==> src/rtl/hdb3_loopback_pkg.sv <==
// Shared definitions for the HDB3 loopback: line symbols, encoder tags, latencies.
package hdb3_loopback_pkg;

  localparam logic [1:0] SYM_ZERO = 2'b00;
  localparam logic [1:0] SYM_POS  = 2'b01;
  localparam logic [1:0] SYM_NEG  = 2'b10;

  typedef enum logic [1:0] {
    TAG_ZERO = 2'd0,
    TAG_MARK = 2'd1,
    TAG_V    = 2'd2,
    TAG_B    = 2'd3
  } tag_t;

  localparam int ENC_LATENCY = 5;
  localparam int DEC_LATENCY = 4;

  localparam logic [15:0] P_PATTERN_DEFAULT = 16'b1011_0000_1100_0000;

  function automatic logic [1:0] pol_sym(input logic neg);
    return neg ? SYM_NEG : SYM_POS;
  endfunction

endpackage

==> src/rtl/hdb3_decoder.sv <==
// HDB3 decoder: a bipolar violation wipes the buffered B/0 bits of its substitution group.
module hdb3_decoder
  import hdb3_loopback_pkg::*;
(
  input  logic       i_clk,
  input  logic       i_rst_n,
  input  logic [1:0] i_code,
  output logic       o_data
);

  localparam int WIN = DEC_LATENCY - 1;

  logic [WIN-1:0] r_win;
  logic           r_last_neg;
  logic           r_data;
  logic           w_nz;
  logic           w_neg;
  logic           w_is_v;

  // 2'b11 is not a legal symbol and falls through as a zero.
  always_comb begin
    w_nz   = (i_code == SYM_POS) || (i_code == SYM_NEG);
    w_neg  = (i_code == SYM_NEG);
    w_is_v = w_nz && (w_neg == r_last_neg);
  end

  always_ff @(posedge i_clk or negedge i_rst_n) begin
    if (!i_rst_n) begin
      r_win      <= '0;
      r_last_neg <= 1'b1;
      r_data     <= 1'b0;
    end else begin
      if (w_nz) r_last_neg <= w_neg;
      if (w_is_v) begin
        r_win  <= '0;
        r_data <= 1'b0;
      end else begin
        r_win  <= {r_win[WIN-2:0], w_nz};
        r_data <= r_win[WIN-1];
      end
    end
  end

  assign o_data = r_data;

endmodule

==> src/rtl/hdb3_encoder.sv <==
// HDB3 encoder: tags bits, delays them so a run's first zero can be retagged B, then applies AMI.
module hdb3_encoder
  import hdb3_loopback_pkg::*;
(
  input  logic       i_clk,
  input  logic       i_rst_n,
  input  logic       i_data,
  output logic [1:0] o_code
);

  localparam int DL_DEPTH = ENC_LATENCY - 1;

  tag_t       r_dl [DL_DEPTH];
  logic [1:0] r_zcnt;
  logic       r_parity;
  logic       r_last_neg;
  logic [1:0] r_code;
  logic       w_fourth;
  tag_t       w_tag_in;
  tag_t       w_tag_out;

  always_comb begin
    w_fourth  = !i_data && (r_zcnt == 2'd3);
    w_tag_out = r_dl[DL_DEPTH-1];
    if (i_data)        w_tag_in = TAG_MARK;
    else if (w_fourth) w_tag_in = TAG_V;
    else               w_tag_in = TAG_ZERO;
  end

  // The first zero of the run sits DL_DEPTH-2 when the V arrives; retag it as it shifts.
  always_ff @(posedge i_clk or negedge i_rst_n) begin
    if (!i_rst_n) begin
      for (int i = 0; i < DL_DEPTH; i++) r_dl[i] <= TAG_ZERO;
      r_zcnt   <= 2'd0;
      r_parity <= 1'b0;
    end else begin
      r_dl[0] <= w_tag_in;
      for (int i = 1; i < DL_DEPTH - 1; i++) r_dl[i] <= r_dl[i-1];
      r_dl[DL_DEPTH-1] <= (w_fourth && !r_parity) ? TAG_B : r_dl[DL_DEPTH-2];
      r_zcnt   <= (i_data || w_fourth) ? 2'd0 : r_zcnt + 2'd1;
      r_parity <= w_fourth ? 1'b0 : (r_parity ^ i_data);
    end
  end

  always_ff @(posedge i_clk or negedge i_rst_n) begin
    if (!i_rst_n) begin
      r_last_neg <= 1'b1;
      r_code     <= SYM_ZERO;
    end else begin
      case (w_tag_out)
        TAG_MARK, TAG_B: begin
          r_last_neg <= ~r_last_neg;
          r_code     <= pol_sym(~r_last_neg);
        end
        TAG_V:   r_code <= pol_sym(r_last_neg);
        default: r_code <= SYM_ZERO;
      endcase
    end
  end

  assign o_code = r_code;

endmodule

==> src/rtl/hdb3_pattern_gen.sv <==
// Cyclic source pattern generator, MSB first, one bit per clock.
module hdb3_pattern_gen
  import hdb3_loopback_pkg::*;
#(
  parameter logic [15:0] P_PATTERN = P_PATTERN_DEFAULT
) (
  input  logic i_clk,
  input  logic i_rst_n,
  output logic o_data
);

  logic [3:0] r_index;
  logic       r_src;

  always_ff @(posedge i_clk or negedge i_rst_n) begin
    if (!i_rst_n) begin
      r_index <= 4'd0;
      r_src   <= 1'b0;
    end else begin
      r_src   <= P_PATTERN[4'd15 - r_index];
      r_index <= r_index + 4'd1;
    end
  end

  assign o_data = r_src;

endmodule

==> src/rtl/hdb3_loopback.sv <==
// HDB3 loopback top: pattern generator -> encoder -> decoder.
module hdb3_loopback
  import hdb3_loopback_pkg::*;
#(
  parameter logic [15:0] P_PATTERN = P_PATTERN_DEFAULT
) (
  input  logic       i_clk,
  input  logic       i_rst_n,
  output logic       o_src_data,
  output logic [1:0] o_hdb3_code,
  output logic       o_data
);

  logic       w_src;
  logic [1:0] w_code;
  logic       w_data;

  hdb3_pattern_gen #(.P_PATTERN(P_PATTERN)) u_gen (
    .i_clk   (i_clk),
    .i_rst_n (i_rst_n),
    .o_data  (w_src)
  );

  hdb3_encoder u_enc (
    .i_clk   (i_clk),
    .i_rst_n (i_rst_n),
    .i_data  (w_src),
    .o_code  (w_code)
  );

  hdb3_decoder u_dec (
    .i_clk   (i_clk),
    .i_rst_n (i_rst_n),
    .i_code  (w_code),
    .o_data  (w_data)
  );

  assign o_src_data  = w_src;
  assign o_hdb3_code = w_code;
  assign o_data      = w_data;

endmodule

==> config.mk <==
export PLATFORM = sky130hd
export DESIGN_NAME = hdb3_loopback
export DESIGN_NICKNAME = d
export VERILOG_FILES = /design/src/rtl/hdb3_loopback_pkg.sv /design/src/rtl/hdb3_decoder.sv /design/src/rtl/hdb3_encoder.sv /design/src/rtl/hdb3_pattern_gen.sv /design/src/rtl/hdb3_loopback.sv
export SDC_FILE = /design/constraint.sdc
export NUM_CORES = 1
export LEC_CHECK = 0
export BUFFER_PORTS_ARGS = -buffer_cell sky130_fd_sc_hd__clkbuf_2
export CELL_PAD_IN_SITES_DETAIL_PLACEMENT = 0
export CELL_PAD_IN_SITES_GLOBAL_PLACEMENT = 2
export CORE_MARGIN = 2
export CORE_UTILIZATION = 36
export DETAILED_ROUTE_END_ITERATION = 16
export PLACE_DENSITY = 0.67
export SLEW_MARGIN = 10
export SYNTH_ARGS = -nofsm -noshare
export SYNTH_HDL_FRONTEND = slang
export SYNTH_SLANG_ARGS = --single-unit
==> constraint.sdc <==
create_clock -name i_clk -period 1.09 [get_ports i_clk]
set_input_delay 0.218 -clock i_clk [delete_from_list [all_inputs] [get_ports i_clk]]
set_output_delay 0.218 -clock i_clk [all_outputs]
set_load 0.02 [all_outputs]
==> impl_metrics.yaml, run 1 <==
synthesis:
  ys_ff_latch: 24
  yosys_warnings: 0
  avgSynthCellArea_um2: 14.7
  synthesis.area_um2: 855
  yosysTopAreaCellShare: 0.644
  ys_seq_area_frac: 0.706
  synth_cells: 58
  yosys.area.top_type: "dfrtp_1"
  synth_nets: 64
  ys_types: 21
  synth_area_leaders: "dfrtp_1 (64%), dfstp_2 (6.1%), ha_1 (5.9%)"
sta:
  setup_viol: 2
  finClkSkew_ps: 4.54
  timing.final.crit_period_ps: 1100
  tightest_slew_ps: 356
  slew_violations: 0
  hold_violations: 0
  max_freq_mhz: 910
  finalCritPeriodShare: 1.01
  fin_tns_setup_ps: -11.6
  setup_slack_ps: -8.81
  rsz0062_at_grt: "true"
  holdWs_ps: 335
  slew_headroom: 0.763
routing:
  via_per_inst: 4.30
  vias: 434
  routedWlPerCell_um: 10.4
  drc: 0
  wirelength_mm: 1.05
  drt_iter0_markers: 3
  antenna_left: 0
  drtPass1Iterations: 3
floorplanning:
  core_area_um2: 2230
  rows: 17
  die_area_um2: 2780
  start_util: 0.383
  fp.dieW_um: 52.7
  fp.dieH_um: 52.7
  io-pin-count: 6
setup_path:
  critical_path.slowest_cell: "dfrtp_2"
  cp.arrival_ps: 880
  r2r_start: "u_enc.o_code[1]"
  cp_num_buf_inv: 1
  crit_path_start_kind: "register"
  critPathMaxFanout: 2
  path_delay_family: "flip-flops"
  reg2reg_to: "u_dec.r_last_neg"
  max_stage_delay_ps: 450
  cp-end-kind: "primary output"
  rrSetupSlack_ps: 10
  worstPathRequired_ps: 870
  path_cells: "buf_6"
  worst_r2r_path_depth: 2
  worst-setup-path-type: "register to primary output"
outcome:
  outcome: "complete, but fails checks"
  violations: "negative setup slack"
clock_network:
  ctsRootBufferMaster: "clkbuf_4"
  cts_buffers: 3
  cts_tree: "done"
  clockBufferDepth: 2
  clock_latency_ps: 300
  clkTransAtPathRegs_ps: 120
  cts.sinks: 24
  cts_max_level: 1
layout:
  antennaDiodeCount: 0
  final_nets: 80
  final_cell_area_um2: 1070
  num-fill-cells: 201
  area_growth_pct: 25.6
  layout-drive-gt1-share: 0.342
  final_cells: 101
placed_design:
  place_ws_ps: 37.7
  place_hpwl_um: 736
  placed_cells: 95
  io_buffers: 5
  gp_congestion: 0.594
  place_area_um2: 983
pwr:
  leakage_nw: 0.496
  p_per_area_nw_per_um2: 1210
  ir_worst_vdd_mv: 0.745
job:
  maxCapViolCount: 0
grt:
  grt-busiest-layer: "met1"
  grtUsageMet1: 0.140
  met3_usage: 0.0429
  grt_max_degree: 14
  grt_pass1_vias: 427
  grt_usage: 0.104
  gr-usage-met2: 0.138
  grt_pass1_wl_mm: 1.93
  grt_overflow: 0
  antenna_found_initial: 0
worst_hold_path:
  hold_class: "primary input to async pin"
==> flip-flops by register name, summed over array words and instances, names as in the netlist, 2 cells and up <==
register,flops
u_enc.r_dl,6
u_gen.r_index,4
u_dec.r_win,3
u_enc.o_code,2
u_enc.r_zcnt,2
u_enc.w_tag_out,2
==> repair_timing <==
item,CTS,global route
setup buffers,1,1
hold endpoints to repair,11,0
hold buffers,1,0
gates resized for setup,1,15
pin swaps,0,5
setup endpoints to repair,3,11
==> where the power goes <==
part / internal, mW / switching, mW / leakage, nW / total, mW
combinational: 0.0105 / 0.0178 / 0.188 / 0.0284
clock: 0.142 / 0.236 / 0.0150 / 0.378
sequential: 0.890 / 0 / 0.294 / 0.890
total: 1.04 / 0.254 / 0.496 / 1.30
==> cells by family after synthesis <==
logic type | count (synthesis) | synth area share
AO/OA/AOI/OAI | 5 | 0.0410
adder cells (fa/ha/maj) | 4 | 0.0586
flip-flops | 24 | 0.706
AND/OR/NAND/NOR | 12 | 0.0908
XOR/XNOR | 4 | 0.0410
multiplexers | 3 | 0.0366
buffers and inverters | 6 | 0.0264
==> per-layer routing <==
| layer | part of all wire | routed length (um) |
|---|---|---|
| met1 | 0.52 | 546 |
| met2 | 0.43 | 455 |
| met3 | 0.034 | 36 |
| met4 | 0.012 | 13 |
| met5 | 0 | 0 |
==> worst max path at each step <==
stage | from | to | slack, ps | depth (start not counted)
after floorplan | u_enc.o_code[1] | u_dec.r_last_neg | -8 | 2
after global placement | u_enc.o_code[1] | u_dec.r_last_neg | 40 | 2
after detailed placement | u_enc.o_code[1] | u_dec.r_last_neg | 40 | 2
after CTS | u_enc.o_code[1] | o_hdb3_code[1] | -50 | 1
after global routing | u_enc.o_code[1] | o_hdb3_code[1] | -70 | 1
final | u_enc.o_code[1] | o_hdb3_code[1] | -9 | 1
==> layout by cell type, fill, tap and decap left out, types with 2 or more instances in the layout <==
cell / Yosys / routed
inv_1: 6 / 5
clkbuf_4: 0 / 3
dfrtp_1: 22 / 19
xor2_1: 2 / 2
ha_1: 4 / 2
dfstp_2: 2 / 2
mux2i_1: 2 / 2
or2_1: 2 / 2
buf_4: 0 / 4
a21boi_1: 3 / 3
nand2b_1: 2 / 2
buf_6: 0 / 4
dfrtp_2: 0 / 3
==> cell usage after synthesis <==
library cell / number
nor3_1: 1
a211oi_1: 1
o21ai_0: 1
mux2i_1: 2
dfstp_2: 2
nand2_1: 1
ha_1: 4
nand3_1: 1
a21boi_1: 3
xor2_1: 2
nor3b_1: 1
nand2b_1: 2
dfrtp_1: 22
nor3b_2: 1
and2b_2: 1
inv_1: 6
nor2_1: 1
mux2_2: 1
xnor2_1: 2
nor2b_1: 1
or2_1: 2
==> final cells by class <==
class,count,area (um^2),share of cell area
clock buffers,4,26.3,0.0245
repair buffers,11,110,0.103
flip-flops and latches,24,607,0.565
multi-input cells,28,273,0.254
well taps,28,35.0,0.0326
inverters,6,22.5,0.0210
==> per-stage QoR <==
step / power, mW / utilization
after floorplan: 0.908 / -
after global placement: 0.935 / 0.440
after detailed placement: 0.935 / 0.440
after CTS: 1.33 / 0.461
after global routing: 1.38 / 0.481
final: 1.30 / 0.481
No activity file was read; power rests on OpenSTA's default activity.
==> inputs of run 2 (changes only) <==
CELL_PAD_IN_SITES_DETAIL_PLACEMENT = 1   (was 0)
CELL_PAD_IN_SITES_GLOBAL_PLACEMENT = 1   (was 2)
CORE_UTILIZATION = 42   (was 36)
==> run 2 against run 1 <==
The run still ends with negative setup slack left. Register-to-register slack is essentially flat. Maximum frequency shrank 0.69%. Die area shrank 13%. Via count grew 9.0%. Critical path depth is the same. Final area grew 1.5%. Worst hold slack gained 30 ps. Utilization grew 8.1 points. Sequential share of layout area shrank 0.84 points. Clock power grew 3%. Setup slack lost 7.6 ps. Highest routed layer is now met3.
==> impl_metrics.yaml, run 2 (synthesis results as in run 1) <==
clock_network:
  clock_latency_ps: 300
  clockBufferDepth: 2
  ctsRootBufferMaster: "clkbuf_4"
  clkTransAtPathRegs_ps: 120
  cts_buffers: 3
  cts_tree: "done"
  cts.sinks: 24
  cts_max_level: 1
pwr:
  ir_worst_vdd_mv: 0.757
  pwr-share-clk: 0.298
  leakage_nw: 0.505
  swShare: 0.203
  intPower_mw: 1.04
  switchingPower_uw: 265
  power_mw: 1.31
  p_per_area_nw_per_um2: 1200
  pwr-share-comb: 0.022
  p_seq_frac: 0.680
grt:
  grt_pass1_wl_mm: 2.34
  grt_pass1_vias: 535
  grt_overflow: 0
  grt_max_degree: 25
  antenna_found_initial: 0
  grt_usage: 0.133
worst_hold_path:
  hold_depth: 0
  hold_class: "register to register"
setup_path:
  critPathMaxFanout: 2
  worstPathRequired_ps: 870
  critical_path.slowest_cell: "dfrtp_2"
  crit_path_start_kind: "register"
  worst-setup-path-type: "register to primary output"
  cp.depth: 1
  path_cells: "buf_6"
  cp-end-kind: "primary output"
  worst_r2r_path_depth: 2
  cp.arrival_ps: 890
  path_delay_family: "flip-flops"
  max_stage_delay_ps: 450
  cp_num_buf_inv: 1
layout:
  layout-drive-gt1-share: 0.378
  area_growth_pct: 27.5
  final_cell_mix: "dfrtp_1 (19), inv_1 (5), buf_6 (5)"
  largest_reg_flops: 6
  final_nets: 81
  top_regs: "u_enc.r_dl (6), u_gen.r_index (4), u_dec.r_win (3)"
  final_common_cell: "dfrtp_1"
  antennaDiodeCount: 0
  top_register: "u_enc.r_dl"
sta:
  setup_slack_ps: -16.4
  finalCritPeriodShare: 1.02
  timing.final.crit_period_ps: 1110
  slew_headroom: 0.870
  hold_violations: 0
  holdWs_ps: 365
  max_freq_mhz: 904
  rsz0062_at_grt: "true"
  finClkSkew_ps: 1.81
  slew_violations: 0
  setup_viol: 3
  tightest_slew_ps: 193
routing:
  drtPass1Iterations: 3
  drc: 0
  antenna_left: 0
  wirelength_mm: 1.28
  vias: 473
  routedWlPerCell_um: 12.7
  via_per_inst: 4.68
  drt_iter0_markers: 2
placed_design:
  io_buffers: 5
  gp_congestion: 0.687
  place_hpwl_um: 864
  place_ws_ps: 35.3
floorplanning:
  rows: 16
  start_util: 0.440
  io-pin-count: 6
  die_area_um2: 2410
  fp.dieW_um: 49.1
  fp.dieH_um: 49.1
  core_area_um2: 1940
outcome:
  outcome: "complete, but fails checks"
  violations: "negative setup slack"
job:
  maxCapViolCount: 0
==> run 2: path summary, 6_finish.rpt <==
path                               endpoint  slack, ps             from
min in group asynchronous   u_enc.o_code[0]        380          i_rst_n
min                           u_enc.r_dl[3]        370    u_enc.r_dl[5]
min reg2reg                   u_enc.r_dl[3]        370    u_enc.r_dl[5]
max in group asynchronous  u_dec.r_last_neg        500          i_rst_n
max                          o_hdb3_code[1]        -20  u_enc.o_code[1]
max reg2reg                u_dec.r_last_neg         10  u_enc.o_code[1]
==> run 2: stage by stage <==
| stage | cells | TNS (ps) | area [um^2] | utilization |
|---|---|---|---|---|
| 2_1_floorplan | 58 | -8.11 | 881 | - |
| 3_3_place_gp | 94 | 0 | 982 | 0.506 |
| 3_5_place_dp | 94 | 0 | 982 | 0.506 |
| 4_1_cts | 100 | -117 | 1030 | 0.529 |
| 5_1_grt | 101 | -198 | 1090 | 0.561 |
| 6_report | 101 | -27.4 | 1090 | 0.561 |
==> run 2: layer usage <==
metal	up-vias	global-route usage	wire length [um]	part of all wire
met5	-	0	0	0
met2	8	0.221	688	0.54
li1	220	-	-	-
met4	0	0.0714	0	0
met3	0	0.0368	49	0.038
met1	245	0.154	540	0.42
==> run 2: repair_timing <==
item,4_1_cts,5_1_grt
setup buffers,1,1
endpoints found under the setup margin,3,12
gates resized for setup,1,17
endpoints found under the hold margin,22,0
pin swaps,0,2
hold buffers,1,0
==> run 2: final cells by class <==
| cell class | instances | area (um^2) |
|---|---|---|
| Fill cell | 197 | 852 |
| Sequential cell | 24 | 607 |
| Multi-Input combinational cell | 28 | 279 |
| Timing Repair Buffer | 12 | 121 |
| Tap cell | 27 | 33.8 |
| Clock buffer | 4 | 26.3 |
| Inverter | 6 | 22.5 |
==> run 2: power by group through the flow <==
stage / clock, mW / sequential (mW) / combinational (mW)
detailed placement: 0 / 0.907 / 0.0280
floorplan: 0 / 0.908 / 0.000000125
global placement: 0 / 0.907 / 0.0276
finish: 0.390 / 0.891 / 0.0286
CTS: 0.411 / 0.891 / 0.0306
global route: 0.449 / 0.891 / 0.0324
